**config.mk**
```make
export PLATFORM = sky130hd
export DESIGN_NAME = mem_access_unit
export DESIGN_NICKNAME = d
export VERILOG_FILES = /design/src/rtl/mem_pkg.sv /design/src/rtl/load_extend.sv /design/src/rtl/mem_access_unit.sv
export SDC_FILE = /design/constraint.sdc
export NUM_CORES = 1
export LEC_CHECK = 0
export CORE_ASPECT_RATIO = 0.9
export CORE_MARGIN = 3
export CORE_UTILIZATION = 35
export DETAILED_ROUTE_END_ITERATION = 10
export GPL_TIMING_DRIVEN = 0
export PLACE_DENSITY = 0.73
export SKIP_LAST_GASP = 1
export SLEW_MARGIN = 10
export SYNTH_ARGS = -nofsm -noshare
export SYNTH_HDL_FRONTEND = slang
export SYNTH_SLANG_ARGS = --single-unit
export TNS_END_PERCENT = 20
```
**constraint.sdc**
```tcl
create_clock -name clk -period 5.9 [get_ports clk]
set_clock_uncertainty 0.1 [all_clocks]
set_input_delay 1.18 -clock clk [delete_from_list [all_inputs] [get_ports clk]]
set_output_delay 1.18 -clock clk [all_outputs]
set_load 0.01 [all_outputs]
```
**src/rtl/mem_pkg.sv**
```systemverilog
`default_nettype none
// ============================================================================
// Package  : mem_pkg
// Desc     : FSM state type, funct3 access codes and legality helpers.
// Revision : 1.0
// ============================================================================
package mem_pkg;

    typedef enum logic [0:0] {
        ST_IDLE = 1'b0,
        ST_REQ  = 1'b1
    } state_e;

    localparam logic [2:0] F3_B  = 3'b000;
    localparam logic [2:0] F3_H  = 3'b001;
    localparam logic [2:0] F3_W  = 3'b010;
    localparam logic [2:0] F3_BU = 3'b100;
    localparam logic [2:0] F3_HU = 3'b101;

    // Stores have no unsigned variants, so only the three signed codes are legal.
    function automatic logic f3_legal(input logic [2:0] f3, input logic is_store);
        if (is_store) begin
            return (f3 == F3_B) || (f3 == F3_H) || (f3 == F3_W);
        end
        return (f3 == F3_B) || (f3 == F3_H) || (f3 == F3_W) ||
               (f3 == F3_BU) || (f3 == F3_HU);
    endfunction

    function automatic logic misaligned(input logic [2:0] f3, input logic [1:0] addr);
        case (f3[1:0])
            2'b01:   return addr[0];
            2'b10:   return (addr != 2'b00);
            default: return 1'b0;
        endcase
    endfunction

endpackage
`default_nettype wire

```
**src/rtl/load_extend.sv**
```systemverilog
`default_nettype none
// ============================================================================
// Module   : load_extend
// Desc     : Selects the addressed byte/half of a read word and extends it.
// Revision : 1.0
// ============================================================================
module load_extend
    import mem_pkg::*;
(
    input  logic [31:0] rdata_i,
    input  logic [1:0]  addr_i,
    input  logic [2:0]  funct3_i,
    output logic [31:0] data_o
);

    logic [7:0]  w_byte;
    logic [15:0] w_half;

    assign w_byte = rdata_i[{addr_i, 3'b000} +: 8];
    assign w_half = addr_i[1] ? rdata_i[31:16] : rdata_i[15:0];

    always_comb begin
        data_o = rdata_i;
        case (funct3_i)
            F3_B:    data_o = {{24{w_byte[7]}}, w_byte};
            F3_BU:   data_o = {24'h000000, w_byte};
            F3_H:    data_o = {{16{w_half[15]}}, w_half};
            F3_HU:   data_o = {16'h0000, w_half};
            default: data_o = rdata_i;
        endcase
    end

endmodule
`default_nettype wire

```
**src/rtl/mem_access_unit.sv**
```systemverilog
`default_nettype none
// ============================================================================
// Module   : mem_access_unit
// Desc     : MEM stage: issues one data-memory access at a time and writes back.
// Revision : 1.0
// ============================================================================
module mem_access_unit
    import mem_pkg::*;
#(
    parameter int DATA_WIDTH = 32
) (
    input  logic                  clk,
    input  logic                  reset,
    input  logic                  valid_i,
    input  logic [DATA_WIDTH-1:0] alu_result_i,
    input  logic [DATA_WIDTH-1:0] store_data_i,
    input  logic                  mem_read_i,
    input  logic                  mem_write_i,
    input  logic [2:0]            funct3_i,
    input  logic [4:0]            rd_i,
    output logic                  stall_o,
    output logic                  dmem_req_o,
    output logic                  dmem_we_o,
    output logic [DATA_WIDTH-1:0] dmem_addr_o,
    output logic [DATA_WIDTH-1:0] dmem_wdata_o,
    output logic [3:0]            dmem_be_o,
    input  logic                  dmem_ack_i,
    input  logic [DATA_WIDTH-1:0] dmem_rdata_i,
    output logic                  wb_valid_o,
    output logic [4:0]            wb_rd_o,
    output logic [DATA_WIDTH-1:0] wb_data_o,
    output logic                  fault_o
);

    state_e                state_q, state_d;
    logic [DATA_WIDTH-1:0] addr_q;
    logic [DATA_WIDTH-1:0] wdata_q;
    logic [3:0]            be_q;
    logic                  we_q;
    logic [2:0]            f3_q;
    logic [4:0]            rd_q;
    logic                  wb_valid_q;
    logic [4:0]            wb_rd_q;
    logic [DATA_WIDTH-1:0] wb_data_q;
    logic                  fault_q;

    logic                  w_accept;
    logic                  w_is_mem;
    logic                  w_ok;
    logic                  w_start;
    logic                  w_fault;
    logic                  w_done;
    logic [3:0]            w_be;
    logic [DATA_WIDTH-1:0] w_wdata;
    logic [DATA_WIDTH-1:0] w_load_data;

    // valid_i is only looked at while idle; in REQ the upstream is stalled.
    assign w_accept = (state_q == ST_IDLE) && valid_i;
    assign w_is_mem = mem_read_i || mem_write_i;
    assign w_ok     = f3_legal(funct3_i, mem_write_i) &&
                      !misaligned(funct3_i, alu_result_i[1:0]);
    assign w_start  = w_accept && w_is_mem && w_ok;
    assign w_fault  = w_accept && w_is_mem && !w_ok;
    assign w_done   = (state_q == ST_REQ) && dmem_ack_i;

    // Replicate store data across all lanes so the memory can pick any lane by be.
    always_comb begin
        w_be    = 4'b1111;
        w_wdata = '0;
        if (mem_write_i) begin
            case (funct3_i[1:0])
                2'b00: begin
                    w_be    = 4'b0001 << alu_result_i[1:0];
                    w_wdata = {4{store_data_i[7:0]}};
                end
                2'b01: begin
                    w_be    = alu_result_i[1] ? 4'b1100 : 4'b0011;
                    w_wdata = {2{store_data_i[15:0]}};
                end
                default: begin
                    w_be    = 4'b1111;
                    w_wdata = store_data_i;
                end
            endcase
        end
    end

    always_ff @(posedge clk) begin
        if (reset) begin
            state_q <= ST_IDLE;
        end else begin
            state_q <= state_d;
        end
    end

    always_comb begin
        state_d = state_q;
        case (state_q)
            ST_IDLE: if (w_start)    state_d = ST_REQ;
            ST_REQ:  if (dmem_ack_i) state_d = ST_IDLE;
            default:                 state_d = ST_IDLE;
        endcase
    end

    always_comb begin
        stall_o    = (state_q == ST_REQ);
        dmem_req_o = (state_q == ST_REQ);
        dmem_we_o  = (state_q == ST_REQ) && we_q;
    end

    always_ff @(posedge clk) begin
        if (reset) begin
            addr_q     <= '0;
            wdata_q    <= '0;
            be_q       <= 4'b0000;
            we_q       <= 1'b0;
            f3_q       <= 3'b000;
            rd_q       <= 5'd0;
            wb_valid_q <= 1'b0;
            wb_rd_q    <= 5'd0;
            wb_data_q  <= '0;
            fault_q    <= 1'b0;
        end else begin
            wb_valid_q <= 1'b0;
            fault_q    <= w_fault;
            if (w_accept && !w_is_mem) begin
                wb_valid_q <= (rd_i != 5'd0);
                wb_rd_q    <= rd_i;
                wb_data_q  <= alu_result_i;
            end
            if (w_start) begin
                addr_q  <= alu_result_i;
                wdata_q <= w_wdata;
                be_q    <= w_be;
                we_q    <= mem_write_i;
                f3_q    <= funct3_i;
                rd_q    <= rd_i;
            end
            if (w_done && !we_q) begin
                wb_valid_q <= (rd_q != 5'd0);
                wb_rd_q    <= rd_q;
                wb_data_q  <= w_load_data;
            end
        end
    end

    load_extend u_load_extend (
        .rdata_i  (dmem_rdata_i),
        .addr_i   (addr_q[1:0]),
        .funct3_i (f3_q),
        .data_o   (w_load_data)
    );

    assign dmem_addr_o  = {addr_q[DATA_WIDTH-1:2], 2'b00};
    assign dmem_wdata_o = wdata_q;
    assign dmem_be_o    = be_q;
    assign wb_valid_o   = wb_valid_q;
    assign wb_rd_o      = wb_rd_q;
    assign wb_data_o    = wb_data_q;
    assign fault_o      = fault_q;

endmodule
`default_nettype wire

```
==> summary.md <==
| Metric | Value |
|---|---|
| Cell row count | 45 |
| Hold_buf cts | 0 |
| CTS tree | built |
| DR vias/cell | 5.46 |
| Number of hold violations in the final report | 0 |
| Ys flop type | dfxtp_1 |
| Sw Share | 26.3% |
| Initial antenna violation count | 0 |
| Max frequency | 300 MHz |
| Logic pwr share | 18.9% |
| Worst Max-Slew Pin Slew | 0.814 ns |
| Remaining antenna violation count after routing | 0 |
| Cell count after synthesis | 688 |
| Max Slew Vio Count | 0 |
| Critical R2R Launch | addr_q[1] |
| Seq/Total Area, Yosys | 38.6% |
| Initial DRC Count | 607 |
| CP cell instances | clkdlybuf4s50_1 > inv_1 > ha_1 > buf_4 > o21bai_1 > a21o_1 > clkbuf_1 > o21ai_0 > a21oi_1 |
| Post-synth EDFFs | 0 |
| DR WL/cell | ~19 um |
| Setup TNS | 0 ns |
| Power density over the cells | between 200 and 300 nW/um^2 |
| Fill cells | between 1500 and 2000 |
| Synth warnings | 0 |
| # port buffers | roughly 220 |
| Total power | 0.00236 W |
| Hold WC Path Type | flop to flop |
| WP data arrival | about 3.6 ns |
| Post-Route WL | 22800 um |
| Via Count | 6408 |
| Asr flop ratio synth | 0% |
| First-pass GRT wire length | 34300 um |
| Worst Path Required | 6.14 ns |
| CTS resizes | 0 |
| Sequential Power Share | 36.0% |
| Buffer levels on the longest clock path | 2 |
| Worst-Skew Late Latency | between 0.4 and 0.5 ns |
| RSZ-0062 raised after global routing | false |
| Worst path top cell family by delay | buffers and inverters |
| Netlist Area Pre-Place | 6070 sq um |
| Headroom to the max-slew limit | between 40 and 50% |
| Yosys top cell area share | around two fifths |
| Largest net degree at the start of global routing | 17 |
| Leakage | 3.23 nW |
| Vias in the first global route | about 6000 |
| #FFs+latches synth | around 120 |
| Buf+Inv Stages, Crit Path | 4 |
| Crit path time final | 3.33 ns |
| H-tree depth | 4 |
| Clock power share | a little under half |
| CTS sink count | about 120 |
| Synth top area cells | dfxtp_1 (39%), a21oi_1 (8.2%), o21ai_0 (5.9%) |
| Die Span Y | roughly 130 um |
| Hold_sp | dmem_wdata_o[13] |
| CTS root buf | clkbuf_16 |
| Internal | around 0.0017 W |
| Die width | between 100 and 150 um |
| Layout cells sized above 1 | 15.8% |
| Worst setup EP type | flop |
| GPL Wtd Cong | 0.923 |
| Area growth syn-to-layout | 50.6% |
| Top-Level Pins | 220 |
| CP max FO | 10 |
| Fin nets | 1038 |
| Status | completed |
| Worst Setup SP | funct3_i[1] |
| Hpwl dp | 17100 um |
| Ant. Diodes | 0 |
| Final Worst Setup Slack | 2.57 ns |
| Initial Util | 35.8% |
| Clock Pin Slew Worst Setup and Hold Paths | 0.05 ns |
| All-Layer GR Usage | between 20% and 30% |
| Syn avg cell area | 8.82 sq um |
| Leading area contributor after synthesis | dfxtp_1 |
| Core Area | 16900 sq um |
| Startpoint types | input port |
| NetSw | 0.000622 W |
| Slowest stage delay, CP | 0.54 ns |
| Number of post-CTS setup repair buffers | 0 |
| Congestion Overflow GR | 0 |
| # Max-Cap Violations | 0 |
| Worst path slowest cell | clkdlybuf4s50_1 |
| Die area | 19000 sq um |
| Total CTS buffers | 17 |
| Max VDD drop | roughly 220 uV |
| Hold slack | 0.361 ns |
| Count of unique library cells instantiated by Yosys | between 60 and 70 |
| Pre-CTS setup slack | approximately 2.2 ns |
| Crit path kind | input port to flop |
| Final Cycle Share | between 50% and 60% |
| Residual DRC count | 0 |
| TritonRoute pass-1 iters | 5 |
| Final setup viols | 0 |
layout make-up:
cell class | count | area [sq um] | share of cell area (%)
buffer | 102 | 599 | 6.56
clock buffer | 23 | 478 | 5.23
clock inverter | 9 | 125 | 1.37
inverter | 8 | 30.0 | 0.328
multi-input combinational | 462 | 3100 | 33.9
sequential | 117 | 2340 | 25.6
tap | 235 | 294 | 3.22
timing repair buffer | 217 | 2170 | 23.8
routing by layer:
layer | track usage [%] | up-vias | routed length [um]
li1 | - | 3013 | -
met1 | 33.1 | 3118 | 10400
met2 | 34.5 | 241 | 10200
met3 | 6.11 | 36 | 1630
met4 | 8.28 | 0 | 584
met5 | 0 | - | 0
power by group through the flow:
stage / logic, W / registers (W) / clock network (W)
after floorplan: 0.000208 / 0.000873 / 0
after global placement: 0.000438 / 0.000865 / 0
after detailed placement: 0.000441 / 0.000866 / 0
after CTS: 0.000444 / 0.000849 / 0.00108
after global routing: 0.000478 / 0.000854 / 0.00111
final: 0.000446 / 0.000850 / 0.00107
synth_stat cells, types with 2 or more instances:
library cell	count
a21oi_2	2
a31oi_1	2
nand2_1	26
buf_4	37
buf_6	5
o2bb2ai_1	8
mux2_2	9
o22ai_1	2
a221o_1	6
a21oi_1	99
a221oi_1	13
dfxtp_1	117
mux2_4	2
nand3_1	50
a22oi_1	11
o21ai_0	72
nor3_1	2
o21bai_1	3
nor2_1	12
a211oi_1	5
a22o_1	2
o22ai_2	4
and2_1	7
o211ai_1	2
clkbuf_1	35
a31o_2	3
ha_1	3
nor2b_1	3
nand3b_1	8
a211oi_2	5
nand2b_1	4
inv_1	8
a21o_1	3
nand4_1	23
nor4_2	5
buf_2	22
mux2i_1	23
or4_1	2
nor2_2	6
a221oi_2	10
nand4b_1	3
final timing paths:
| path | end | cells after the start | slack (ns) |
|---|---|---|---|
| worst max-delay path | dmem_wdata_o[23] | 9 | 2.57 |
| worst min-delay path | dmem_wdata_o[13] | 1 | 0.36 |
| worst max register to register | wb_data_o[11] | 5 | 3.84 |
| worst min register to register | dmem_wdata_o[13] | 1 | 0.36 |
logic make-up after synthesis:
logic type	after synthesis	synth area share, %
AOI/OAI and AO/OA	259	28.2
and+or+nand+nor	163	15.8
DFF	117	38.6
buffers and inverters	110	10.4
muxes	35	6.33
adders and majority gates	3	0.619
other	1	0.0618
cell usage in the layout (no fill, tap or decap), drive strengths merged, types with 3 or more instances in the layout:
cell type and n:
o21ai 72, a21o 3, clkdlybuf4s50 217, dfxtp 117, mux2i 23, nor2 18
a22oi 11, o22ai 6, mux2 11, nor4 6, inv 8, a211oi 10
a221oi 23, a21oi 101, nand2b 4, a31o 4, clkbuf 59, o2bb2ai 8
and2 7, buf 66, bufinv 3, nand4 23, a221o 6, a31oi 3
nand2 27, ha 3, nand4b 4, nor2b 3, nand3b 8, nand3 50
clkinv 4, o21bai 3
per-stage QoR:
stage | cells | cell area, sq um | utilization, %
after floorplan | 689 | 6070 | -
after global placement | 1141 | 8540 | 50.4
after detailed placement | 1141 | 8540 | 50.4
after CTS | 1173 | 9140 | 53.9
after global routing | 1173 | 9140 | 53.9
final | 1173 | 9140 | 53.9
flip-flops by register name, summed over array words and instances (netlist names):
name,flops
dmem_wdata_o,32
wb_data_o,32
dmem_be_o,4
addr_q,32
dmem_req_o,1
wb_rd_o,5
f3_q,3
fault_o,1
wb_valid_o,1
rd_q,5
we_q,1
No activity file was read; power rests on OpenSTA's default activity.
